## src/rtl/boot_loader_ctrl_pkg.sv

```systemverilog
`default_nettype none
// ============================================================================
//  Module      : boot_pkg
//  Description : Shared types and constants for the UART boot sequencer.
//  Revision    : 1.0 - initial release
// ============================================================================
package boot_pkg;

    // Boot sequencer states; the encoding is exported on boot_state.
    typedef enum logic [3:0] {
        IDLE   = 4'd0,
        REQ_P  = 4'd1,
        LEN_P  = 4'd2,
        BODY_P = 4'd3,
        REQ_D  = 4'd4,
        LEN_D  = 4'd5,
        BODY_D = 4'd6,
        RUN    = 4'd7,
        ERR    = 4'd8
    } boot_state_t;

    localparam logic [7:0] BOOT_ERR_BYTE = 8'hEE;
    localparam logic [7:0] REQ_PROG_DEF  = 8'h99;
    localparam logic [7:0] REQ_DATA_DEF  = 8'hAA;

    // True in the states where host bytes belong to an image.
    function automatic logic state_accepts_bytes(input boot_state_t s);
        return (s == LEN_P) || (s == BODY_P) || (s == LEN_D) || (s == BODY_D);
    endfunction

endpackage
`default_nettype wire

```

## src/rtl/boot_loader_ctrl_word_assembler.sv

```systemverilog
`default_nettype none
// ============================================================================
//  Module      : word_assembler
//  Description : Packs UART bytes into 32-bit little-endian words and emits a
//                one-cycle word_valid the cycle after the fourth byte.
//  Revision    : 1.0 - initial release
// ============================================================================
module word_assembler (
    input  logic        clk,
    input  logic        reset,
    input  logic        clear,
    input  logic        byte_valid,
    input  logic [7:0]  byte_data,
    output logic        word_valid,
    output logic [31:0] word
);

    logic [1:0]  idx_q,   idx_d;
    logic [31:0] word_q,  word_d;
    logic        valid_q, valid_d;

    // Drop each byte into its lane; the word is complete on lane 3.
    always_comb begin
        idx_d   = idx_q;
        word_d  = word_q;
        valid_d = 1'b0;
        if (clear) begin
            idx_d = 2'd0;
        end else if (byte_valid) begin
            word_d[{idx_q, 3'b000} +: 8] = byte_data;
            idx_d   = idx_q + 2'd1;
            valid_d = (idx_q == 2'd3);
        end
    end

    // State registers, synchronous active-low reset.
    always_ff @(posedge clk) begin
        if (!reset) begin
            idx_q   <= 2'd0;
            word_q  <= 32'd0;
            valid_q <= 1'b0;
        end else begin
            idx_q   <= idx_d;
            word_q  <= word_d;
            valid_q <= valid_d;
        end
    end

    assign word_valid = valid_q;
    assign word       = word_q;

endmodule
`default_nettype wire

```

## src/rtl/boot_loader_ctrl.sv

```systemverilog
`default_nettype none
// ============================================================================
//  Module      : boot_loader_ctrl
//  Description : Requests program and data images over UART, writes them into
//                instruction/data memory and then releases the core.
//                Optional feature macro: BOOT_CHECKSUM_EN (XOR checksum byte
//                after each image, ERR state on mismatch).
//  Revision    : 1.0 - initial release
// ============================================================================
module boot_loader_ctrl
    import boot_pkg::*;
#(
    parameter int         IADDR_W  = 10,
    parameter int         DADDR_W  = 10,
    parameter logic [7:0] REQ_PROG = REQ_PROG_DEF,
    parameter logic [7:0] REQ_DATA = REQ_DATA_DEF
) (
    input  logic               clk,
    input  logic               reset,
    input  logic [7:0]         rx_data,
    input  logic               rx_valid,
    input  logic               tx_busy,
    output logic [7:0]         tx_data,
    output logic               tx_start,
    output logic               imem_we,
    output logic [IADDR_W-1:0] imem_addr,
    output logic [31:0]        imem_wdata,
    output logic               dmem_we,
    output logic [DADDR_W-1:0] dmem_addr,
    output logic [31:0]        dmem_wdata,
    output logic               core_rstn,
    output logic [3:0]         boot_state
);

    boot_state_t        state_q, state_d;
    logic [7:0]         tx_data_q, tx_data_d;
    logic [IADDR_W-1:0] imem_addr_q, imem_addr_d;
    logic [DADDR_W-1:0] dmem_addr_q, dmem_addr_d;
    logic [31:0]        len_q, len_d;
    logic [31:0]        cnt_q, cnt_d;
    logic               core_rstn_q, core_rstn_d;

    logic               w_in_image;
    logic               w_byte_take;
    logic               w_word_valid;
    logic [31:0]        w_word;
    logic               w_phase_done;
    boot_state_t        w_next_phase;

`ifdef BOOT_CHECKSUM_EN
    logic [7:0]         xor_q, xor_d;
    logic               chk_wait_q, chk_wait_d;
    logic               err_sent_q, err_sent_d;
    logic               w_chk_slot;

    // Once the image body is complete the next byte is the checksum, not data.
    assign w_chk_slot  = chk_wait_q | w_phase_done;
    assign w_byte_take = rx_valid & w_in_image & ~w_chk_slot;
`else
    assign w_byte_take = rx_valid & w_in_image;
`endif

    assign w_in_image = state_accepts_bytes(state_q);

    // Assembler is held clear outside image states, so every phase starts at lane 0.
    word_assembler u_word_assembler (
        .clk        (clk),
        .reset      (reset),
        .clear      (!w_in_image),
        .byte_valid (w_byte_take),
        .byte_data  (rx_data),
        .word_valid (w_word_valid),
        .word       (w_word)
    );

    // Detect the end of an image: zero length, or the N-th word being written.
    always_comb begin
        w_phase_done = 1'b0;
        w_next_phase = ((state_q == LEN_P) || (state_q == BODY_P)) ? REQ_D : RUN;
        case (state_q)
            LEN_P, LEN_D:   w_phase_done = w_word_valid && (w_word == 32'd0);
            BODY_P, BODY_D: w_phase_done = w_word_valid && ((cnt_q + 32'd1) == len_q);
            default:        w_phase_done = 1'b0;
        endcase
    end

    // Sequencer next-state and output computation.
    always_comb begin
        state_d     = state_q;
        tx_data_d   = tx_data_q;
        imem_addr_d = imem_addr_q;
        dmem_addr_d = dmem_addr_q;
        len_d       = len_q;
        cnt_d       = cnt_q;
        tx_start    = 1'b0;
`ifdef BOOT_CHECKSUM_EN
        xor_d       = xor_q;
        chk_wait_d  = chk_wait_q;
        err_sent_d  = err_sent_q;
`endif
        case (state_q)
            IDLE: begin
                state_d   = REQ_P;
                tx_data_d = REQ_PROG;
            end
            REQ_P, REQ_D: begin
                // Strobe decoded from state so it coincides with the tx_busy==0 sample.
                if (!tx_busy) begin
                    tx_start = 1'b1;
                    state_d  = (state_q == REQ_P) ? LEN_P : LEN_D;
                end
            end
            LEN_P, LEN_D: begin
                if (w_word_valid) begin
                    len_d = w_word;
                    cnt_d = 32'd0;
                    if (w_word != 32'd0) begin
                        state_d = (state_q == LEN_P) ? BODY_P : BODY_D;
                    end
                end
            end
            BODY_P: begin
                if (w_word_valid) begin
                    imem_addr_d = imem_addr_q + IADDR_W'(1);
                    cnt_d       = cnt_q + 32'd1;
                end
            end
            BODY_D: begin
                if (w_word_valid) begin
                    dmem_addr_d = dmem_addr_q + DADDR_W'(1);
                    cnt_d       = cnt_q + 32'd1;
                end
            end
`ifdef BOOT_CHECKSUM_EN
            ERR: begin
                if (!tx_busy && !err_sent_q) begin
                    tx_start   = 1'b1;
                    err_sent_d = 1'b1;
                end
            end
`endif
            default: state_d = state_q;
        endcase

`ifdef BOOT_CHECKSUM_EN
        if (!w_in_image) begin
            xor_d = 8'd0;
        end else if (w_byte_take) begin
            xor_d = xor_q ^ rx_data;
        end
        if (w_chk_slot && rx_valid) begin
            chk_wait_d = 1'b0;
            if (rx_data == xor_q) begin
                state_d = w_next_phase;
            end else begin
                state_d   = ERR;
                tx_data_d = BOOT_ERR_BYTE;
            end
        end else if (w_phase_done) begin
            chk_wait_d = 1'b1;
        end
`else
        if (w_phase_done) begin
            state_d = w_next_phase;
        end
`endif

        if ((state_d == REQ_D) && (state_q != REQ_D)) begin
            tx_data_d = REQ_DATA;
        end
        core_rstn_d = (state_d == RUN);
    end

    // All sequencer registers, synchronous active-low reset.
    always_ff @(posedge clk) begin
        if (!reset) begin
            state_q     <= IDLE;
            tx_data_q   <= 8'd0;
            imem_addr_q <= '0;
            dmem_addr_q <= '0;
            len_q       <= 32'd0;
            cnt_q       <= 32'd0;
            core_rstn_q <= 1'b0;
`ifdef BOOT_CHECKSUM_EN
            xor_q       <= 8'd0;
            chk_wait_q  <= 1'b0;
            err_sent_q  <= 1'b0;
`endif
        end else begin
            state_q     <= state_d;
            tx_data_q   <= tx_data_d;
            imem_addr_q <= imem_addr_d;
            dmem_addr_q <= dmem_addr_d;
            len_q       <= len_d;
            cnt_q       <= cnt_d;
            core_rstn_q <= core_rstn_d;
`ifdef BOOT_CHECKSUM_EN
            xor_q       <= xor_d;
            chk_wait_q  <= chk_wait_d;
            err_sent_q  <= err_sent_d;
`endif
        end
    end

    assign tx_data    = tx_data_q;
    assign imem_we    = w_word_valid && (state_q == BODY_P);
    assign imem_addr  = imem_addr_q;
    assign imem_wdata = w_word;
    assign dmem_we    = w_word_valid && (state_q == BODY_D);
    assign dmem_addr  = dmem_addr_q;
    assign dmem_wdata = w_word;
    assign core_rstn  = core_rstn_q;
    assign boot_state = state_q;

endmodule
`default_nettype wire

```

## config.mk

```make
export PLATFORM = sky130hd
export DESIGN_NAME = boot_loader_ctrl
export DESIGN_NICKNAME = d
export VERILOG_FILES = /design/src/rtl/boot_loader_ctrl_pkg.sv /design/src/rtl/boot_loader_ctrl_word_assembler.sv /design/src/rtl/boot_loader_ctrl.sv
export SDC_FILE = /design/constraint.sdc
export NUM_CORES = 1
export LEC_CHECK = 0
export CAP_MARGIN = 15
export CORE_MARGIN = 2
export CORE_UTILIZATION = 34
export DETAILED_ROUTE_END_ITERATION = 8
export PLACE_DENSITY = 0.59
export SKIP_LAST_GASP = 1
export SYNTH_ARGS = -nofsm -noshare
export SYNTH_HDL_FRONTEND = slang
export SYNTH_HIERARCHICAL = 1
export SYNTH_SLANG_ARGS = --single-unit
export TNS_END_PERCENT = 50
```

## constraint.sdc

```tcl
create_clock -name clk -period 4.2 [get_ports clk]
set_input_delay 0.84 -clock clk [delete_from_list [all_inputs] [get_ports clk]]
set_output_delay 0.84 -clock clk [all_outputs]
set_load 0.01 [all_outputs]
```

==> Yosys cells after proc, flatten, opt, wreduce, memory -nomap -nowiden <==
Cells that the tools add are included.
{ "totals": {"word_cells": 74, "ff_bits": 129, "output_inout_bits": 100, "inputBits": 12} }
{ "classes": {"n_shift": 2, "n_eq_ne": 13, "n_bitwise": 2, "mux": 17, "reduce_logical": 24, "addsub": 5} }
{ "ops": {"columns": ["cell", "count"], "rows": [
  ["32-bit two-way mux", 2],
  ["32-bit one-hot mux with 2 select lines", 1],
  ["32-bit by 1-bit adder with 32-bit output (second input constant)", 1],
  ["32-bit bitwise mux", 1],
  ["32-bit == test", 1],
  ["32-bit zero test", 1],
  ["32-bit nonzero test", 1],
  ["8-bit by 7-bit variable shift with 32-bit output (first input constant)", 1],
  ["8-bit by 7-bit indexed part select with 32-bit output", 1],
  ["10-bit by 1-bit adder with 10-bit output (second input constant)", 2],
  ["4-bit by 3-bit == test with 1-bit output (second input constant)", 5],
  ["4-bit two-way mux", 4],
  ["8-bit two-way mux", 2],
  ["4-bit one-hot mux with 3 select lines", 1],
  ["2-bit AND reduction", 5],
  ["4-bit by 2-bit == test with 1-bit output (second input constant)", 2],
  ["2-bit OR reduction", 4],
  ["5-bit negation with 7-bit output", 1],
  ["3-bit two-way mux", 2],
  ["3-bit AND reduction", 2],
  ["1-bit logical AND", 5],
  ["4-bit by 1-bit == test with 1-bit output (second input constant)", 1],
  ["4-bit zero test", 1],
  ["2-bit by 1-bit != test with 1-bit output (second input constant)", 2],
  ["other kinds (10)", 14]
]} }

==> Depth between registers and ports, before layout <==
{ "logic_depth": {"ltp_word": 9, "depth_mapped": 11, "mapped_depth_nobuf": 9} }

==> Hierarchy <==
Netlist, hierarchy kept.
{ "by_module_without_submodules": {"columns": ["module", "instances", "cells_per_inst", "seq_area_each_um2", "area_each_um2"], "rows": [
  ["boot_loader_ctrl", 1, 732, 1841.8, 5636.7],
  ["word_assembler", 1, 111, 700.7, 1370.1]
]} }

==> Worst setup path after synthesis <==
OpenSTA, ideal clock, no wires.
{ "synth_timing": {"path_kind": "flip-flop to flip-flop", "startpoint": "register cnt_q[1]", "endpoint": "register state_q[0], in the netlist boot_state[0]", "path_stages_with_launch": 10, "setup_slack_ns": 1.117, "n_path_buf": 0, "setup_ns": 0.123, "required_ns": 4.077, "arrival_time_ns": 2.960, "synth_period_minus_slack_ns": 3.083, "path_cell_list": "dfxtp_1 -> ha_1 -> nand4_1 -> nor4_2 -> and3_1 -> o2111ai_1 -> or4_4 -> nor4b_4 -> o22ai_2 -> nor3b_2"} }
{ "synth_via": {"elab_chain_cells": 5} }
{ "synth_lines": {"columns": ["item", "line", "rtl"], "rows": [
  ["from (decl)", "boot_loader_ctrl.sv:40", "logic [31:0] cnt_q, cnt_d;"],
  ["from (signal assigned)", "boot_loader_ctrl.sv:195", "cnt_q <= cnt_d;"],
  ["32-bit by 1-bit adder with 32-bit output", "boot_loader_ctrl.sv:82", "BODY_P, BODY_D: w_phase_done = w_word_valid && ((cnt_q + 32'd1) == len_q);"],
  ["32-bit == test", "boot_loader_ctrl.sv:82", null],
  ["1-bit logical AND", "boot_loader_ctrl.sv:82", null],
  ["1-bit one-hot mux with 2 select lines", "boot_loader_ctrl.sv:80", "case (state_q)"],
  ["4-bit two-way mux", "boot_loader_ctrl.sv:163", "if (w_phase_done) begin"],
  ["to (signal assigned)", "boot_loader_ctrl.sv:190", "state_q <= state_d;"],
  ["to (decl)", "boot_loader_ctrl.sv:35", "boot_state_t state_q, state_d;"]
]} }
No other way between the ends.
A chain may end at the register's enable or synchronous reset.

==> Final worst setup path <==
{ "layout_timing": {"startpoint": "register cnt_q[2]", "endpoint": "register state_q[0], in the netlist boot_state[0]"} }
The elaborated chain is that of the path after synthesis.

==> summary.md <==
| Metric | Value |
|---|---|
| Outcome | finished, final reports clean |
| Clk_skew | 0.00564 ns |
| CTS tree | built |
| Synth Cell Area | 0.00701 mm2 |
| First-pass GRT wire length | 32.4 mm |
| Fmax achieved | 285 MHz |
| Worst Hold Class | register to register |
| Number of global-route vias before repair | 5925 |
| CTS Root Buffer Type | clkbuf_16 |
| Dpl ws | 0.750 ns |
| Ys async rst share | 0 |
| Critical Path End Type | register |
| Sw Share | 0.232 |
| Hold-fix buffers at CTS | 0 |
| Worst-Margin Slew | 1.03 ns |
| Syn_area_per_cell | 8.31 um2 |
| Synth Warn # | 6 |
| NetSw | 0.732 mW |
| R2r setup slk | 0.69 ns |
| First drt pass iteration count | 8 |
| Distinct cells, synth | 73 |
| Hold path startpoint | len_q[27]$_SDFFE_PN0P_ |
| Top-area cell type share of the netlist area | 0.363 |
| Nets | 912 |
| Critical path fanouts, max | 12 |
| Clock latency on the worst-skew pair | 0.43 ns |
| Post-synthesis register bit count | 127 |
| Initial antenna violation count | 0 |
| Ys flop type | dfxtp_1 |
| P_int | 2.42 mW |
| Share of post-route cells with drive strength above 1 | 0.0885 |
| Synth Instances | 843 |
| DPL Wire Length | 14.2 mm |
| Crit path launch type | register |
| RSZ-0062 raised after global routing | false |
| Initial Util | 0.346 |
| GRT Overall Usage | 0.186 |
| MaxCap Viol Count | 0 |
| LEAKAGE | 2.92 nW |
| Total die area | 0.0218 mm2 |
| Port bufs | 109 |
| CTS Buf Count | 17 |
| Area contributors post-synth | dfxtp_1, a21oi_1, nand2_1 |
| Grt total ovfl | 0 |
| Pwr dens | 363 mW/mm2 |
| GPL Wtd Cong | 0.917 |
| Clk pwr share | 0.546 |
| Worst Hold End | len_q[27]$_SDFFE_PN0P_ |
| Vias post-DR | 6345 |
| Die height | 148 um |
| Final worst slack | 0.688 ns |
| Clock-pin slew on the worst setup and hold paths | 0.06 ns |
| Final hold violation count | 0 |
| Clk buf depth | 2 |
| Dpl cells | 1142 |
| Drt drc | 0 |
| Post-Layout Cell Count | 1174 |
| Largest net degree at the start of global routing | 46 |
| Routed Antenna Nets | 0 |
| Max-slew violations | 0 |
| Worst hold slack | 0.464 ns |
| Post-cts resize count | 0 |
| Slew margin rel. | 0.316 |
| EDFF count, synth | 0 |
| Seq/Total Area, Yosys | 0.363 |
| Final number of setup-violating endpoints | 0 |
| Die X | 148 um |
| Worst flop-to-flop path endpoint | boot_state[0]$_SDFF_PN0_ |
| R2r worst-path depth | 8 |
| Worst Path Required | 4.52 ns |
| CTS H-tree lvls | 4 |
| Final core utilization | 0.430 |
| Fin crit period | 3.51 ns |
| WP data arrival | 3.83 ns |
| Sink Count | 127 |
| Routed wire length | 20.1 mm |
| N_diodes | 0 |
| Hold Path Stages | 2 |
| Setup TNS | 0 ns |
| Rows | 52 |
| Boundary Pins | 112 |
| Seq pwr share | 0.392 |
| Iter 0 DRT Violations | 442 |
| # Post-CTS Setup Buffers | 0 |
| FF-to-FF Start | cnt_q[2]$_SDFFE_PN0P_ |
| Vias per cell | 5.40 |
| Layout area overhead | 24.1% |
| Synth area leader | dfxtp_1 |
| Classification of the worst setup path | register to register |
| Combinational Power Share | 0.061 |
| Final period utilization | 0.836 |
| Maximum VDD drop | 0.282 mV |
| WL/cell | 17.2 um |
| Total core area | 0.0202 mm2 |
-- worst max-delay path by stage --
stage / startpoint / end / cells after the start / slack, ns
2_1_floorplan: cnt_q[1]$_SDFFE_PN0P_ / boot_state[0]$_SDFF_PN0_ / 9 / 1.12
3_3_place_gp: cnt_q[0]$_SDFFE_PN0P_ / boot_state[0]$_SDFF_PN0_ / 9 / 0.77
3_5_place_dp: cnt_q[0]$_SDFFE_PN0P_ / boot_state[0]$_SDFF_PN0_ / 9 / 0.75
4_1_cts: cnt_q[2]$_SDFFE_PN0P_ / boot_state[0]$_SDFF_PN0_ / 8 / 0.74
5_1_grt: cnt_q[2]$_SDFFE_PN0P_ / boot_state[0]$_SDFF_PN0_ / 8 / 0.35
6_report: cnt_q[2]$_SDFFE_PN0P_ / boot_state[0]$_SDFF_PN0_ / 8 / 0.69
-- power groups by stage --
stage               Combinational (mW)  Sequential, mW  Clock [mW]
finish                           0.194            1.24        1.72
global route                     0.209            1.24        1.80
CTS                              0.195            1.24        1.75
detailed placement               0.194            1.26           0
global placement                 0.194            1.26           0
floorplan                        0.128            1.26           0
-- area by class of cell --
| class | instances | area (um2) |
|---|---|---|
| clock buffers | 17 | 425 |
| clock inverters | 15 | 256 |
| fillers | 2028 | 11500 |
| inverters | 13 | 48.8 |
| multi-input cells | 606 | 3870 |
| flip-flops and latches | 127 | 2540 |
| well taps | 270 | 338 |
| repair buffers | 126 | 1220 |
-- layer usage --
layer / GRT usage / vias to the layer above / part of all wire
met2: 0.293 / 192 / 0.46
met4: 0.0798 / 0 / 0.028
met3: 0.0309 / 38 / 0.047
met1: 0.251 / 2994 / 0.47
met5: 0 / - / 0
li1: - / 3121 / -
-- logic make-up (layout without fill, tap and decap cells) --
family,Yosys count,count (layout),synth area share
adder cells (fa/ha/maj),9,9,0.0161
AO/OA/AOI/OAI,194,194,0.186
flip-flops,127,127,0.363
other,1,2,0.000535
buffers and inverters,111,171,0.0864
multiplexers,10,10,0.0148
XOR/XNOR,54,54,0.0675
AND/OR/NAND/NOR,337,337,0.266
-- state kept, by name (all words and copies together) (netlist names) --
signal                       flops
u_word_assembler/idx_q           2
core_rstn                        1
dmem_addr                       10
tx_data                          3
boot_state                       4
cnt_q                           32
len_q                           32
imem_addr                       10
u_word_assembler/word_valid      1
u_word_assembler/word           32
-- cells in the final DEF, fill, tap and decap left out, types with 6 or more instances in the layout --
master / count
a31oi_1: 10
and4_1: 7
ha_1: 9
nor4_1: 18
a32oi_1: 8
a21oi_1: 73
o21a_1: 6
inv_1: 12
or3_1: 11
buf_4: 17
dfxtp_1: 127
nand3b_1: 9
bufinv_16: 6
and3_1: 16
xor2_1: 30
nor3_1: 18
o21ai_0: 34
nor2_1: 56
nand3_1: 19
a32o_1: 24
mux2i_1: 7
nor2b_1: 15
nand2_1: 97
xnor2_1: 24
and2_1: 11
clkbuf_16: 17
nand4_1: 26
clkdlybuf4s50_1: 109
-- metrics by stage --
step,power [mW],cell area [um2]
floorplan,1.38,7010
CTS,3.18,8700
detailed placement,1.46,8010
global placement,1.46,8010
global route,3.25,8700
finish,3.15,8700
-- cells in the mapped netlist (3+ instances only) --
cell / instances
nor3b_1: 4
a31o_2: 3
clkbuf_1: 41
nand2b_1: 4
a21boi_2: 3
buf_1: 4
and3_1: 16
and4_1: 7
a32oi_1: 8
xnor2_1: 24
a22oi_1: 5
a21oi_1: 73
nor2b_1: 15
nor3_1: 18
a32o_1: 24
o21ai_0: 34
nand4_1: 26
inv_1: 12
nand2_1: 97
o2111ai_1: 3
nor4_1: 18
o31a_1: 3
o21a_1: 6
buf_4: 39
xor2_1: 30
nor2_1: 56
a31oi_1: 10
mux2_2: 3
nand4b_1: 4
buf_2: 9
or4_1: 3
mux2i_1: 7
ha_1: 9
buf_6: 4
nand3_1: 19
nand3b_1: 9
nor4_2: 3
or3_1: 11
dfxtp_1: 127
and2_1: 11
-- worst max-delay path, stage by stage, from the launching register on --
cell and delay (ns):
dfxtp_1 0.62, nand4_4 0.24, nor4_2 0.64, mux2_2 0.41, nor4_1 0.29, o2111ai_1 0.23
nor4b_4 0.57, o22ai_2 0.21, nor3b_2 0.19
Power figures use the tool's default switching activity.
